==> src/rtl/wm_pkg.sv <==
// Shared types and BCD helpers for the wash-machine user-side blocks.
package wm_pkg;

  localparam int unsigned DIGIT_W = 4;
  localparam int unsigned BCD2_W  = 2 * DIGIT_W;
  localparam int unsigned BCD3_W  = 3 * DIGIT_W;
  localparam int unsigned ST_W    = 3;

  localparam logic [DIGIT_W-1:0] BLANK = 4'hb;

  typedef enum logic [ST_W-1:0] {
    ST_IDLE  = 3'd0,
    ST_CHECK = 3'd1,
    ST_RUN   = 3'd2,
    ST_PAUSE = 3'd3,
    ST_DONE  = 3'd4,
    ST_DENY  = 3'd5
  } state_t;

  typedef enum logic [1:0] {
    MODE_DRY = 2'd0,
    MODE_S   = 2'd1,
    MODE_M   = 2'd2,
    MODE_B   = 2'd3
  } mode_t;

  // Any digit above 9 is read as 9.
  function automatic logic [BCD3_W-1:0] bcd_clamp3(input logic [BCD3_W-1:0] v);
    logic [BCD3_W-1:0] r;
    r = '0;
    for (int i = 0; i < 3; i++) begin
      r[DIGIT_W*i +: DIGIT_W] = (v[DIGIT_W*i +: DIGIT_W] > 4'd9) ? 4'd9 : v[DIGIT_W*i +: DIGIT_W];
    end
    return r;
  endfunction

  function automatic logic [BCD2_W-1:0] bcd_dec2(input logic [BCD2_W-1:0] v);
    logic [BCD2_W-1:0] r;
    if (v[3:0] == 4'd0) r = {4'(v[7:4] - 4'd1), 4'd9};
    else                r = {v[7:4], 4'(v[3:0] - 4'd1)};
    return r;
  endfunction

endpackage

==> src/rtl/wash_session_if.sv <==
// User controls, admin price buses and session status for wash_session.
interface wash_session_if;
  import wm_pkg::*;

  logic              on;
  logic [1:0]        mode_sel;
  logic              start;
  logic              lid_open;
  logic              bal_load;
  logic [BCD3_W-1:0] bal_in;
  logic [BCD3_W-1:0] dy_price;
  logic [BCD3_W-1:0] s_price;
  logic [BCD3_W-1:0] m_price;
  logic [BCD3_W-1:0] b_price;
  logic [BCD3_W-1:0] setfine;
  logic [BCD3_W-1:0] bal_out;
  logic [BCD2_W-1:0] remain;
  logic [ST_W-1:0]   st_out;
  logic              done;
  logic              deny;
  logic              fine_applied;

  modport master (
    output on, mode_sel, start, lid_open, bal_load, bal_in,
           dy_price, s_price, m_price, b_price, setfine,
    input  bal_out, remain, st_out, done, deny, fine_applied
  );

  modport slave (
    input  on, mode_sel, start, lid_open, bal_load, bal_in,
           dy_price, s_price, m_price, b_price, setfine,
    output bal_out, remain, st_out, done, deny, fine_applied
  );

endinterface

==> src/rtl/bcd_sub3.sv <==
// Combinational 3-digit BCD subtractor; borrow set when a < b.
module bcd_sub3
  import wm_pkg::*;
(
  input  logic [BCD3_W-1:0] a,
  input  logic [BCD3_W-1:0] b,
  output logic [BCD3_W-1:0] diff,
  output logic              borrow
);

  always_comb begin
    logic       brw;
    logic [4:0] t;
    brw  = 1'b0;
    t    = '0;
    diff = '0;
    for (int i = 0; i < 3; i++) begin
      t = {1'b0, a[DIGIT_W*i +: DIGIT_W]} - {1'b0, b[DIGIT_W*i +: DIGIT_W]} - {4'b0, brw};
      if (t[4]) begin
        diff[DIGIT_W*i +: DIGIT_W] = 4'(t + 5'd10);
        brw = 1'b1;
      end else begin
        diff[DIGIT_W*i +: DIGIT_W] = t[3:0];
        brw = 1'b0;
      end
    end
    borrow = brw;
  end

endmodule

==> src/rtl/scan4.sv <==
// 4-digit multiplexed seven-segment driver; active-low segments and enables, 4'hb blanks.
module scan4 #(
  parameter int unsigned DIV_W = 18
) (
  input  logic        clk,
  input  logic        rst,
  input  logic [15:0] digits,
  output logic [7:0]  led,
  output logic [3:0]  ena
);

  logic [DIV_W-1:0] div_q;
  logic [1:0]       sel_c;
  logic [3:0]       nib_c;

  assign sel_c = div_q[DIV_W-1 -: 2];

  always_comb begin
    case (sel_c)
      2'd0:    nib_c = digits[3:0];
      2'd1:    nib_c = digits[7:4];
      2'd2:    nib_c = digits[11:8];
      default: nib_c = digits[15:12];
    endcase
  end

  function automatic logic [7:0] seg7(input logic [3:0] d);
    logic [7:0] s;
    case (d)
      4'd0:    s = 8'hc0;
      4'd1:    s = 8'hf9;
      4'd2:    s = 8'ha4;
      4'd3:    s = 8'hb0;
      4'd4:    s = 8'h99;
      4'd5:    s = 8'h92;
      4'd6:    s = 8'h82;
      4'd7:    s = 8'hf8;
      4'd8:    s = 8'h80;
      4'd9:    s = 8'h90;
      default: s = 8'hff;
    endcase
    return s;
  endfunction

  always_ff @(posedge clk or negedge rst) begin
    if (!rst) begin
      div_q <= '0;
      led   <= 8'hff;
      ena   <= 4'hf;
    end else begin
      div_q <= div_q + 1'b1;
      led   <= seg7(nib_c);
      ena   <= ~(4'b0001 << sel_c);
    end
  end

endmodule

==> src/rtl/wash_session.sv <==
// User-side wash session: balance, charge, countdown, lid pause/fine, and both display groups.
module wash_session
  import wm_pkg::*;
#(
  parameter int unsigned CLK_HZ = 66000000,
  parameter logic [7:0]  DUR_DY = 8'h20,
  parameter logic [7:0]  DUR_S  = 8'h30,
  parameter logic [7:0]  DUR_M  = 8'h45,
  parameter logic [7:0]  DUR_B  = 8'h60,
  parameter int unsigned DENY_S = 2
) (
  input  logic         clk,
  input  logic         rst,
  wash_session_if.slave bus,
  output logic [7:0]   led_r,
  output logic [3:0]   ena_r,
  output logic [7:0]   led_l,
  output logic [3:0]   ena_l
);

  localparam int unsigned TICK_W = (CLK_HZ > 1) ? $clog2(CLK_HZ) : 1;
  localparam int unsigned DENY_W = (DENY_S > 1) ? $clog2(DENY_S) : 1;
  localparam int unsigned SCAN_W = (CLK_HZ >= 65536) ? 18 : 2;
  localparam logic [TICK_W-1:0] TICK_LAST = TICK_W'(CLK_HZ - 1);
  localparam logic [DENY_W-1:0] DENY_LAST = DENY_W'(DENY_S - 1);

  state_t            state_q, state_d;
  mode_t             mode_q, mode_d;
  logic [BCD3_W-1:0] bal_q, bal_d, price_q, price_d;
  logic [BCD3_W-1:0] price_sel_c, sub_b_c, sub_diff_c;
  logic              sub_borrow_c;
  logic [BCD2_W-1:0] remain_q, remain_d, dec_c, dur_c;
  logic              done_q, done_d, deny_q, deny_d, fine_q, fine_d, lid_q, lid_d;
  logic              tick_c;
  logic [TICK_W-1:0] tick_q, tick_d;
  logic [DENY_W-1:0] deny_cnt_q, deny_cnt_d;

  always_comb begin
    case (bus.mode_sel)
      2'd0:    price_sel_c = bus.dy_price;
      2'd1:    price_sel_c = bus.s_price;
      2'd2:    price_sel_c = bus.m_price;
      default: price_sel_c = bus.b_price;
    endcase
  end

  always_comb begin
    case (mode_q)
      MODE_DRY: dur_c = DUR_DY;
      MODE_S:   dur_c = DUR_S;
      MODE_M:   dur_c = DUR_M;
      default:  dur_c = DUR_B;
    endcase
  end

  // One subtractor serves both the CHECK charge/compare and the PAUSE-entry fine.
  assign sub_b_c = (state_q == ST_RUN) ? bcd_clamp3(bus.setfine) : price_q;
  assign dec_c   = bcd_dec2(remain_q);

  bcd_sub3 u_sub (
    .a      (bal_q),
    .b      (sub_b_c),
    .diff   (sub_diff_c),
    .borrow (sub_borrow_c)
  );

  always_comb begin
    state_d    = state_q;
    mode_d     = mode_q;
    bal_d      = bal_q;
    price_d    = price_q;
    remain_d   = remain_q;
    done_d     = done_q;
    deny_d     = deny_q;
    fine_d     = fine_q;
    lid_d      = lid_q;
    tick_d     = tick_q;
    deny_cnt_d = deny_cnt_q;
    tick_c     = 1'b0;

    if (bus.on) begin
      lid_d  = bus.lid_open;
      tick_c = (((state_q == ST_RUN) && !bus.lid_open) || (state_q == ST_DENY))
               && (tick_q == TICK_LAST);
      unique case (state_q)
        ST_IDLE: begin
          if (bus.bal_load) begin
            bal_d = bcd_clamp3(bus.bal_in);
          end else if (bus.start && !bus.lid_open) begin
            mode_d  = mode_t'(bus.mode_sel);
            price_d = bcd_clamp3(price_sel_c);
            state_d = ST_CHECK;
          end
        end
        ST_CHECK: begin
          tick_d = '0;
          if (!sub_borrow_c) begin
            bal_d    = sub_diff_c;
            remain_d = dur_c;
            state_d  = ST_RUN;
          end else begin
            deny_d     = 1'b1;
            deny_cnt_d = '0;
            state_d    = ST_DENY;
          end
        end
        ST_RUN: begin
          if (bus.lid_open) begin
            state_d = ST_PAUSE;
            if (!fine_q) begin
              fine_d = 1'b1;
              bal_d  = sub_borrow_c ? '0 : sub_diff_c;
            end
          end else if (tick_c) begin
            tick_d   = '0;
            remain_d = dec_c;
            if (dec_c == '0) begin
              done_d  = 1'b1;
              state_d = ST_DONE;
            end
          end else begin
            tick_d = tick_q + 1'b1;
          end
        end
        ST_PAUSE: begin
          if (!bus.lid_open) state_d = ST_RUN;
        end
        ST_DONE: begin
          if (bus.lid_open && !lid_q) begin
            done_d   = 1'b0;
            fine_d   = 1'b0;
            remain_d = '0;
            state_d  = ST_IDLE;
          end
        end
        ST_DENY: begin
          if (tick_c) begin
            tick_d = '0;
            if (deny_cnt_q == DENY_LAST) begin
              deny_d  = 1'b0;
              state_d = ST_IDLE;
            end else begin
              deny_cnt_d = deny_cnt_q + 1'b1;
            end
          end else begin
            tick_d = tick_q + 1'b1;
          end
        end
        default: state_d = ST_IDLE;
      endcase
    end
  end

  always_ff @(posedge clk or negedge rst) begin
    if (!rst) begin
      state_q    <= ST_IDLE;
      mode_q     <= MODE_DRY;
      bal_q      <= '0;
      price_q    <= '0;
      remain_q   <= '0;
      done_q     <= 1'b0;
      deny_q     <= 1'b0;
      fine_q     <= 1'b0;
      lid_q      <= 1'b0;
      tick_q     <= '0;
      deny_cnt_q <= '0;
    end else begin
      state_q    <= state_d;
      mode_q     <= mode_d;
      bal_q      <= bal_d;
      price_q    <= price_d;
      remain_q   <= remain_d;
      done_q     <= done_d;
      deny_q     <= deny_d;
      fine_q     <= fine_d;
      lid_q      <= lid_d;
      tick_q     <= tick_d;
      deny_cnt_q <= deny_cnt_d;
    end
  end

  assign bus.bal_out      = bal_q;
  assign bus.remain       = remain_q;
  assign bus.st_out       = state_q;
  assign bus.done         = done_q;
  assign bus.deny         = deny_q;
  assign bus.fine_applied = fine_q;

  // Left group: mode once a session starts, remaining seconds while a wash is under way.
  logic [15:0] disp_r_c, disp_l_c;
  logic        show_rem_c;
  assign show_rem_c = (state_q == ST_RUN) || (state_q == ST_PAUSE) || (state_q == ST_DONE);
  assign disp_r_c   = {BLANK, bal_q};
  assign disp_l_c   = {(state_q == ST_IDLE) ? BLANK : {2'b00, mode_q},
                       BLANK,
                       show_rem_c ? remain_q : {BLANK, BLANK}};

  scan4 #(.DIV_W(SCAN_W)) u_scan_r (
    .clk    (clk),
    .rst    (rst),
    .digits (disp_r_c),
    .led    (led_r),
    .ena    (ena_r)
  );

  scan4 #(.DIV_W(SCAN_W)) u_scan_l (
    .clk    (clk),
    .rst    (rst),
    .digits (disp_l_c),
    .led    (led_l),
    .ena    (ena_l)
  );

endmodule

==> src/flat_wrapper.sv <==
// flat-port wrapper written by rule: the top's interface ports become plain ports
module wash_session_flat import wm_pkg::*;
#(
  parameter int unsigned CLK_HZ = 66000000,
  parameter logic [7:0]  DUR_DY = 8'h20,
  parameter logic [7:0]  DUR_S  = 8'h30,
  parameter logic [7:0]  DUR_M  = 8'h45,
  parameter logic [7:0]  DUR_B  = 8'h60,
  parameter int unsigned DENY_S = 2
)
  (clk, rst, led_r, ena_r, led_l, ena_l, bus_on, bus_mode_sel, bus_start, bus_lid_open, bus_bal_load, bus_bal_in, bus_dy_price, bus_s_price, bus_m_price, bus_b_price, bus_setfine, bus_bal_out, bus_remain, bus_st_out, bus_done, bus_deny, bus_fine_applied);
  wash_session_if bus_i ();
  input  logic clk;
  input  logic rst;
  output logic [7:0] led_r;
  output logic [3:0] ena_r;
  output logic [7:0] led_l;
  output logic [3:0] ena_l;
  input wire logic [$bits(bus_i.on)-1:0] bus_on;
  input wire logic [$bits(bus_i.mode_sel)-1:0] bus_mode_sel;
  input wire logic [$bits(bus_i.start)-1:0] bus_start;
  input wire logic [$bits(bus_i.lid_open)-1:0] bus_lid_open;
  input wire logic [$bits(bus_i.bal_load)-1:0] bus_bal_load;
  input wire logic [$bits(bus_i.bal_in)-1:0] bus_bal_in;
  input wire logic [$bits(bus_i.dy_price)-1:0] bus_dy_price;
  input wire logic [$bits(bus_i.s_price)-1:0] bus_s_price;
  input wire logic [$bits(bus_i.m_price)-1:0] bus_m_price;
  input wire logic [$bits(bus_i.b_price)-1:0] bus_b_price;
  input wire logic [$bits(bus_i.setfine)-1:0] bus_setfine;
  output wire logic [$bits(bus_i.bal_out)-1:0] bus_bal_out;
  output wire logic [$bits(bus_i.remain)-1:0] bus_remain;
  output wire logic [$bits(bus_i.st_out)-1:0] bus_st_out;
  output wire logic [$bits(bus_i.done)-1:0] bus_done;
  output wire logic [$bits(bus_i.deny)-1:0] bus_deny;
  output wire logic [$bits(bus_i.fine_applied)-1:0] bus_fine_applied;
  assign bus_i.on = bus_on;
  assign bus_i.mode_sel = bus_mode_sel;
  assign bus_i.start = bus_start;
  assign bus_i.lid_open = bus_lid_open;
  assign bus_i.bal_load = bus_bal_load;
  assign bus_i.bal_in = bus_bal_in;
  assign bus_i.dy_price = bus_dy_price;
  assign bus_i.s_price = bus_s_price;
  assign bus_i.m_price = bus_m_price;
  assign bus_i.b_price = bus_b_price;
  assign bus_i.setfine = bus_setfine;
  assign bus_bal_out = bus_i.bal_out;
  assign bus_remain = bus_i.remain;
  assign bus_st_out = bus_i.st_out;
  assign bus_done = bus_i.done;
  assign bus_deny = bus_i.deny;
  assign bus_fine_applied = bus_i.fine_applied;
  wash_session #(.CLK_HZ(CLK_HZ), .DUR_DY(DUR_DY), .DUR_S(DUR_S), .DUR_M(DUR_M), .DUR_B(DUR_B), .DENY_S(DENY_S)) u_core (.clk(clk), .rst(rst), .bus(bus_i), .led_r(led_r), .ena_r(ena_r), .led_l(led_l), .ena_l(ena_l));
endmodule
==> config.mk <==
export PLATFORM = sky130hd
export DESIGN_NAME = wash_session_flat
export DESIGN_NICKNAME = d
export VERILOG_FILES = /design/src/rtl/wm_pkg.sv /design/src/rtl/wash_session_if.sv /design/src/rtl/bcd_sub3.sv /design/src/rtl/scan4.sv /design/src/rtl/wash_session.sv /design/src/flat_wrapper.sv
export SDC_FILE = /design/constraint.sdc
export NUM_CORES = 1
export LEC_CHECK = 0
export BUFFER_PORTS_ARGS = -buffer_cell sky130_fd_sc_hd__buf_2
export CAP_MARGIN = 20
export CORE_UTILIZATION = 30
export DETAILED_ROUTE_END_ITERATION = 10
export PLACE_DENSITY = 0.59
export SLEW_MARGIN = 0
export SYNTH_ARGS = -nofsm -noshare
export SYNTH_HDL_FRONTEND = slang
export SYNTH_SLANG_ARGS = --single-unit
==> constraint.sdc <==
create_clock -name clk -period 6.6 [get_ports clk]
set_clock_uncertainty 0.15 [all_clocks]
set_input_delay 0.66 -clock clk [delete_from_list [all_inputs] [get_ports clk]]
set_output_delay 0.66 -clock clk [all_outputs]
set_load 0.01 [all_outputs]
# After elaboration in Yosys (flattened, before gate mapping)
# Memories as Yosys holds them, arrays and structs flattened. A register that Yosys moved wholly into a read port is not among the register bits.
# Cells that the tools add are included.
# word_totals
reg_bits	128
mem_bits_ro	224
in_bits	80
output_inout_bits	50
n_memories	2
# mem_list
memory	words	word_bits	rd	rd_clocked_by_memory_dff	write_ports	line_no	rtl
(name not given)	16	7	1	1	0	scan4.sv:29	case (d)
(name not given)	16	7	1	1	0	scan4.sv:29	
# classes
add_sub_neg	14
n_lt_le_gt_ge	9
n_eq_ne	30
shifts	2
muxes	63
n_bitwise	3
n_reduce_logical	32
# op_table
cell	n
26-bit one-hot mux with 3 select lines	1
12-bit 2-to-1 mux	6
12-bit one-hot mux with 3 select lines	2
26-bit 2-to-1 mux	2
4-bit 2-to-1 mux	13
8-bit 2-to-1 mux	6
18-bit by 1-bit adder with 18-bit output, second input constant	2
4-bit greater-than comparator, second input constant	9
3-bit 2-to-1 mux	10
26-bit by 1-bit adder with 26-bit output, second input constant	1
26-bit equality test, second input constant	1
4-bit one-hot mux with 3 select lines	2
8-bit one-hot mux with 3 select lines	1
7-bit one-hot mux with 3 select lines	1
3-bit one-hot mux with 6 select lines	1
6-bit AND reduction	3
2-bit inequality test, second input constant	8
4-bit by 4-bit subtractor with 5-bit output	3
1-bit 2-to-1 mux	14
4-bit adder, second input constant	3
2-bit by 1-bit inequality test with 1-bit output, second input constant	6
4-bit AND reduction	3
5-bit by 1-bit subtractor with 5-bit output	2
9-bit AND reduction	1
23 further kinds	52

# Depth between registers and ports, before layout
# logic_depth
word_depth	14
mapped_depth	30
ltp_nobuf	28

# Hierarchy
# From an unflattened synthesis, not the netlist that was laid out.
# unflattened
cells_unflattened	787
hier_area_um2	7913.8
# modules_own_cells
module	instances	cells_per_inst	area_each_um2	seq_area_each_um2
wash_session	1	486	4473.0	1701.6
scan4	2	108	1356.3	739.5
bcd_sub3	1	85	728.2	0.0

# Worst setup path after synthesis
# Ideal clock, no wire load.
# synth_timing
path_type	register to register
startpoint	register u_core.state_q[0] (netlist: u_core.bus.st_out[0])
endpoint	register u_core.bal_q[0] (netlist: u_core.bus.bal_out[0])
arrival_time_ps	5889
required_ps	6313
slack_ps	424
path_stages_with_launch	29
n_path_buf	4
cell_sequence	dfrtp_1 clkbuf_1 nor3_1 buf_2 buf_1 o22a_1 ha_1 fa_1 nor2b_1 o21ai_0 nand2b_1 inv_1 fa_1 inv_1 fa_1 nand2b_1 a21oi_1 xnor2_1 xor2_1 ha_1 a21o_1 inv_1 fa_1 a21bo_2 a2bb2oi_2 a21oi_1 nor4_2 clkbuf_1 a21oi_1
# synth_via
elab_chain_len	12
elab_cells_between_ends	25
classes_between	add/sub: 6; eq/ne: 6; mux: 10; reduce/logical: 3
# synth_lines
item	line_no	rtl
start: declaration	wash_session.sv:27	state_t state_q, state_d;
start signal: assignment	wash_session.sv:168	state_q <= state_d;
3-bit by 2-bit equality test with 1-bit output	wash_session.sv:57, wash_session.sv:85	
12-bit 2-to-1 mux	wash_session.sv:57	assign sub_b_c = (state_q == ST_RUN) ? bcd_clamp3(bus.setfine) : price_q;
4-bit by 4-bit subtractor with 5-bit output	bcd_sub3.sv:18	t = {1'b0, a[DIGIT_W*i +: DIGIT_W]} - {1'b0, b[DIGIT_W*i +: DIGIT_W]} - {4'b0, brw};
1-bit 2-to-1 mux	bcd_sub3.sv:19	if (t[4]) begin
5-bit by 1-bit subtractor with 5-bit output	bcd_sub3.sv:18	
1-bit 2-to-1 mux	bcd_sub3.sv:19	
5-bit by 1-bit subtractor with 5-bit output	bcd_sub3.sv:18	
1-bit 2-to-1 mux	bcd_sub3.sv:19	
12-bit 2-to-1 mux	wash_session.sv:112	bal_d = sub_borrow_c ? '0 : sub_diff_c;
12-bit 2-to-1 mux	wash_session.sv:110	if (!fine_q) begin
12-bit 2-to-1 mux	wash_session.sv:108	if (bus.lid_open) begin
12-bit one-hot mux with 3 select lines	wash_session.sv:85	unique case (state_q)
end signal: assignment	wash_session.sv:170	bal_q <= bal_d;
end: declaration	wash_session.sv:29	logic [BCD3_W-1:0] bal_q, bal_d, price_q, price_d;
# Parallel ways exist; a longest one is shown, timed or not. The select of a mux whose other input is x is not followed.
# A chain may end at the register's enable or synchronous reset.

# Worst setup path after layout
# layout_timing
startpoint	register u_core.state_q[0] (netlist: u_core.bus.st_out[0])
endpoint	register u_core.remain_q[4] (netlist: u_core.bus.remain[4])
# layout_via
elab_chain_len	10
elab_cells_between_ends	23
classes_between	add/sub: 5; eq/ne: 8; mux: 5; reduce/logical: 5
# layout_lines
item	line_no	rtl
3-bit by 2-bit equality test with 1-bit output	wash_session.sv:57, wash_session.sv:83, wash_session.sv:85	
12-bit 2-to-1 mux	wash_session.sv:57	
4-bit by 4-bit subtractor with 5-bit output	bcd_sub3.sv:18	
1-bit 2-to-1 mux	bcd_sub3.sv:19	
5-bit by 1-bit subtractor with 5-bit output	bcd_sub3.sv:18	
1-bit 2-to-1 mux	bcd_sub3.sv:19	
5-bit by 1-bit subtractor with 5-bit output	bcd_sub3.sv:18	
1-bit 2-to-1 mux	bcd_sub3.sv:19	
2-bit inequality test (no line)	n/a	
6-bit AND reduction (no line)	n/a	
end signal: assignment	wash_session.sv:172	remain_q <= remain_d;
end: declaration	wash_session.sv:32	logic [BCD2_W-1:0] remain_q, remain_d, dec_c, dur_c;
# Parallel ways exist; a longest one is shown, timed or not.

==> summary.txt <==
Final layout
  • Commonest cells after routing, fill and taps aside: 126 x buf_2, 104 x dfrtp_1, 73 x nor2_1
  • Most common cell after layout, fill and taps aside: buf_2
  • Layout cell share with drive strength beyond 1: 24.3%
  • Fill count: 2474
  • Fin area: 9100 sq um
  • Nets: 1026
  • Area delta synth->final: 21.2%

Yosys
  • Synth area leaders: dfrtp_1 35%, dfstp_2 7.7%, ha_1 5.8%
  • #FFs+latches synth: 126
  • EDFF count, synth: 0
  • Mapped Area: 7510 sq um
  • Most used flip-flop cell after synthesis: dfrtp_1
  • Asr flop ratio synth: 100%
  • Top cell type's share of synthesized area: 34.7%
  • Distinct cells, synth: 69
  • Cell taking the most area after synthesis: dfrtp_1
  • Warnings, synthesis: 0
  • Mapped Avg Cell Area: 9.62 sq um
  • Post-Syn Instances: 780
  • Sequential cell area fraction in the yosys report: 42.4%

Clock network
  • Htree depth: 4
  • TritonCTS clock tree: yes
  • CTS root buffer: clkbuf_16
  • Cts-stage hold buffer count: 0
  • CTS Buf Count: 17
  • Sink Count: 126
  • Reg clk slew, reported paths: 0.07 ns
  • Number of setup buffers added after CTS: 0
  • Clock Path Buffers: 2
  • Cts repair resizes: 0
  • Worst-Skew Late Latency: 0.42 ns

Place
  • Dpl cell area: 8510 sq um
  • Dpl hpwl: 13100 um
  • RePlAce Congestion: 0.826
  • # port buffers: 127
  • Pre-CTS setup slack: 0.567 ns

Power
  • Leak Pwr: 4.12 nW
  • Pwr per Cell Area: 440 nW/um^2
  • Worst VDD drop: 0.276 mV

STA
  • Post-route clock period utilization: 91.3%
  • Fmax: 166 MHz
  • Worst-margin pin slew: 0.878 ns
  • Post-layout minimum cycle time: 6.03 ns
  • Pins Over Slew Limit: 0
  • Post-route setup slack: 0.573 ns
  • Final Hold Fails: 0
  • Unrepaired setup endpoints after global routing: false
  • Max-Slew Margin vs Limit: 41.5%
  • Setup violators final: 0
  • Setup TNS: 0 ns

Die
  • Die Ht: 160 um
  • Top Ports: 130
  • Cell Rows: 57
  • Initial core utilization: 30.7%
  • Core area: 24500 sq um
  • Die W: 160 um
  • Die ar.: 25700 sq um

Route
  • Routed WL: 17800 um
  • DRC violations left: 0
  • DR vias: 6157
  • Initial DRC count: 349
  • First drt pass iteration count: 5
  • ANT nets after route: 0
  • Via density: 4.95
  • Wirelength per Cell: 14.3 um

Flow run
  • Max Cap Viol: 0

GRT
  • Vias in the first global route: 6005
  • First-pass GRT wire length: 29700 um
  • Global route total overflow: 0
  • Tot GR Track Use: 14.2%
  • Largest net degree at the start of global routing: 71
  • Antenna violations before repair: 0

Worst setup path
  • Delay-heaviest family, CP: compound AO/OA/AOI/OAI gates
  • Peak fanout along the critical path: 16
  • Crit path kind: flip-flop to flip-flop
  • CP max stage delay: 0.42 ns
  • CP Depth: 26
  • CP Capture Type: flip-flop
  • Crit path required time: 6.73 ns
  • CP bufs+invs: 4
  • Startpoint types: flip-flop
  • Slowest cell on crit path: a32oi_1
  • Worst Path Arrival: 6.16 ns
  • Worst Reg-to-Reg Cells: 26

Status
  • Status: finished, final reports clean

Min path
  • Worst hold path class: input pin to asynchronous set/reset pin
## cell type report
type / instances / area [sq um] / area share [%]
Timing Repair Buffer: 135 / 698 / 7.67
Inverter: 43 / 161 / 1.77
Clock buffer: 17 / 425 / 4.68
Multi-Input combinational cell: 584 / 4060 / 44.6
Sequential cell: 126 / 3180 / 35.0
Clock inverter: 15 / 163 / 1.79
Antenna cell: 1 / 2.50 / 0.0275
Tap cell: 324 / 405 / 4.46
## registers in the layout, indices dropped and copies added, names as in the netlist, 2 cells and up
register               cells
u_core.tick_q             26
u_core.u_scan_l.div_q     18
u_core.u_scan_r.div_q     18
u_core.bus.bal_out        12
u_core.price_q            12
u_core.bus.remain          8
u_core.u_scan_l.led        7
u_core.u_scan_r.led        7
u_core.u_scan_l.ena        4
u_core.u_scan_r.ena        4
u_core.bus.st_out          3
u_core.mode_q              2
## through the flow
| stage | util, % | hold WS (ns) | power [mW] | instances |
|---|---|---|---|---|
| 4_1_cts | 37.2 | 0.162 | 4.05 | 1244 |
| 2_1_floorplan | - | 0.214 | 2.53 | 781 |
| 5_1_grt | 37.2 | 0.193 | 4.35 | 1244 |
| 6_report | 37.2 | 0.140 | 4.01 | 1245 |
| 3_5_place_dp | 34.8 | 0.307 | 3.10 | 1212 |
| 3_3_place_gp | 34.8 | 0.304 | 3.07 | 1212 |
## kinds of logic (layout without fill, tap and decap cells)
family          Yosys count  count (layout)  share of synthesized area [%]
simple gates            289             289                           20.0
compound gates          161             161                           13.2
flops                   126             126                           42.4
buf+inv                  71             210                           3.77
xor+xnor                 63              63                           7.55
fa+ha+maj                39              39                           6.90
mux                      30              30                           6.15
other cells               1               3                         0.0500
## worst paths after layout
path | startpoint | end | slack [ns]
hold / removal | rst | u_core.u_scan_l.div_q[13] | 0.14
min in group clk | u_core.u_scan_l.div_q[8] | u_core.u_scan_l.div_q[8] | 0.32
setup / recovery | u_core.bus.st_out[0] | u_core.bus.remain[4] | 0.57
setup reg to reg | u_core.bus.st_out[0] | u_core.bus.remain[4] | 0.57
max in group asynchronous | rst | u_core.tick_q[6] | 4.78
hold reg to reg | u_core.u_scan_l.div_q[8] | u_core.u_scan_l.div_q[8] | 0.32
## power breakdown
group          internal, mW  switching (mW)
combinational         0.865            1.13
clock                 0.509           0.416
sequential            0.954           0.134
## Yosys cell counts (15+ instances only)
master	count
dfrtp_1	104
nand3_1	39
nand2b_1	15
nor2_1	73
o21ai_0	47
xor2_1	30
ha_1	35
inv_1	43
dfstp_2	22
xnor2_1	32
nand2_1	69
nor3_1	18
a21oi_1	47
clkbuf_1	16
## metal layers
metal	track usage, %	up-vias	share of wire [%]
li1	-	3017	-
met1	18.5	2967	45
met4	4.63	0	1.6
met5	0	-	0
met2	22.7	152	47
met3	4.13	21	6.3
Note: power is estimated with default switching activity, not from simulation.
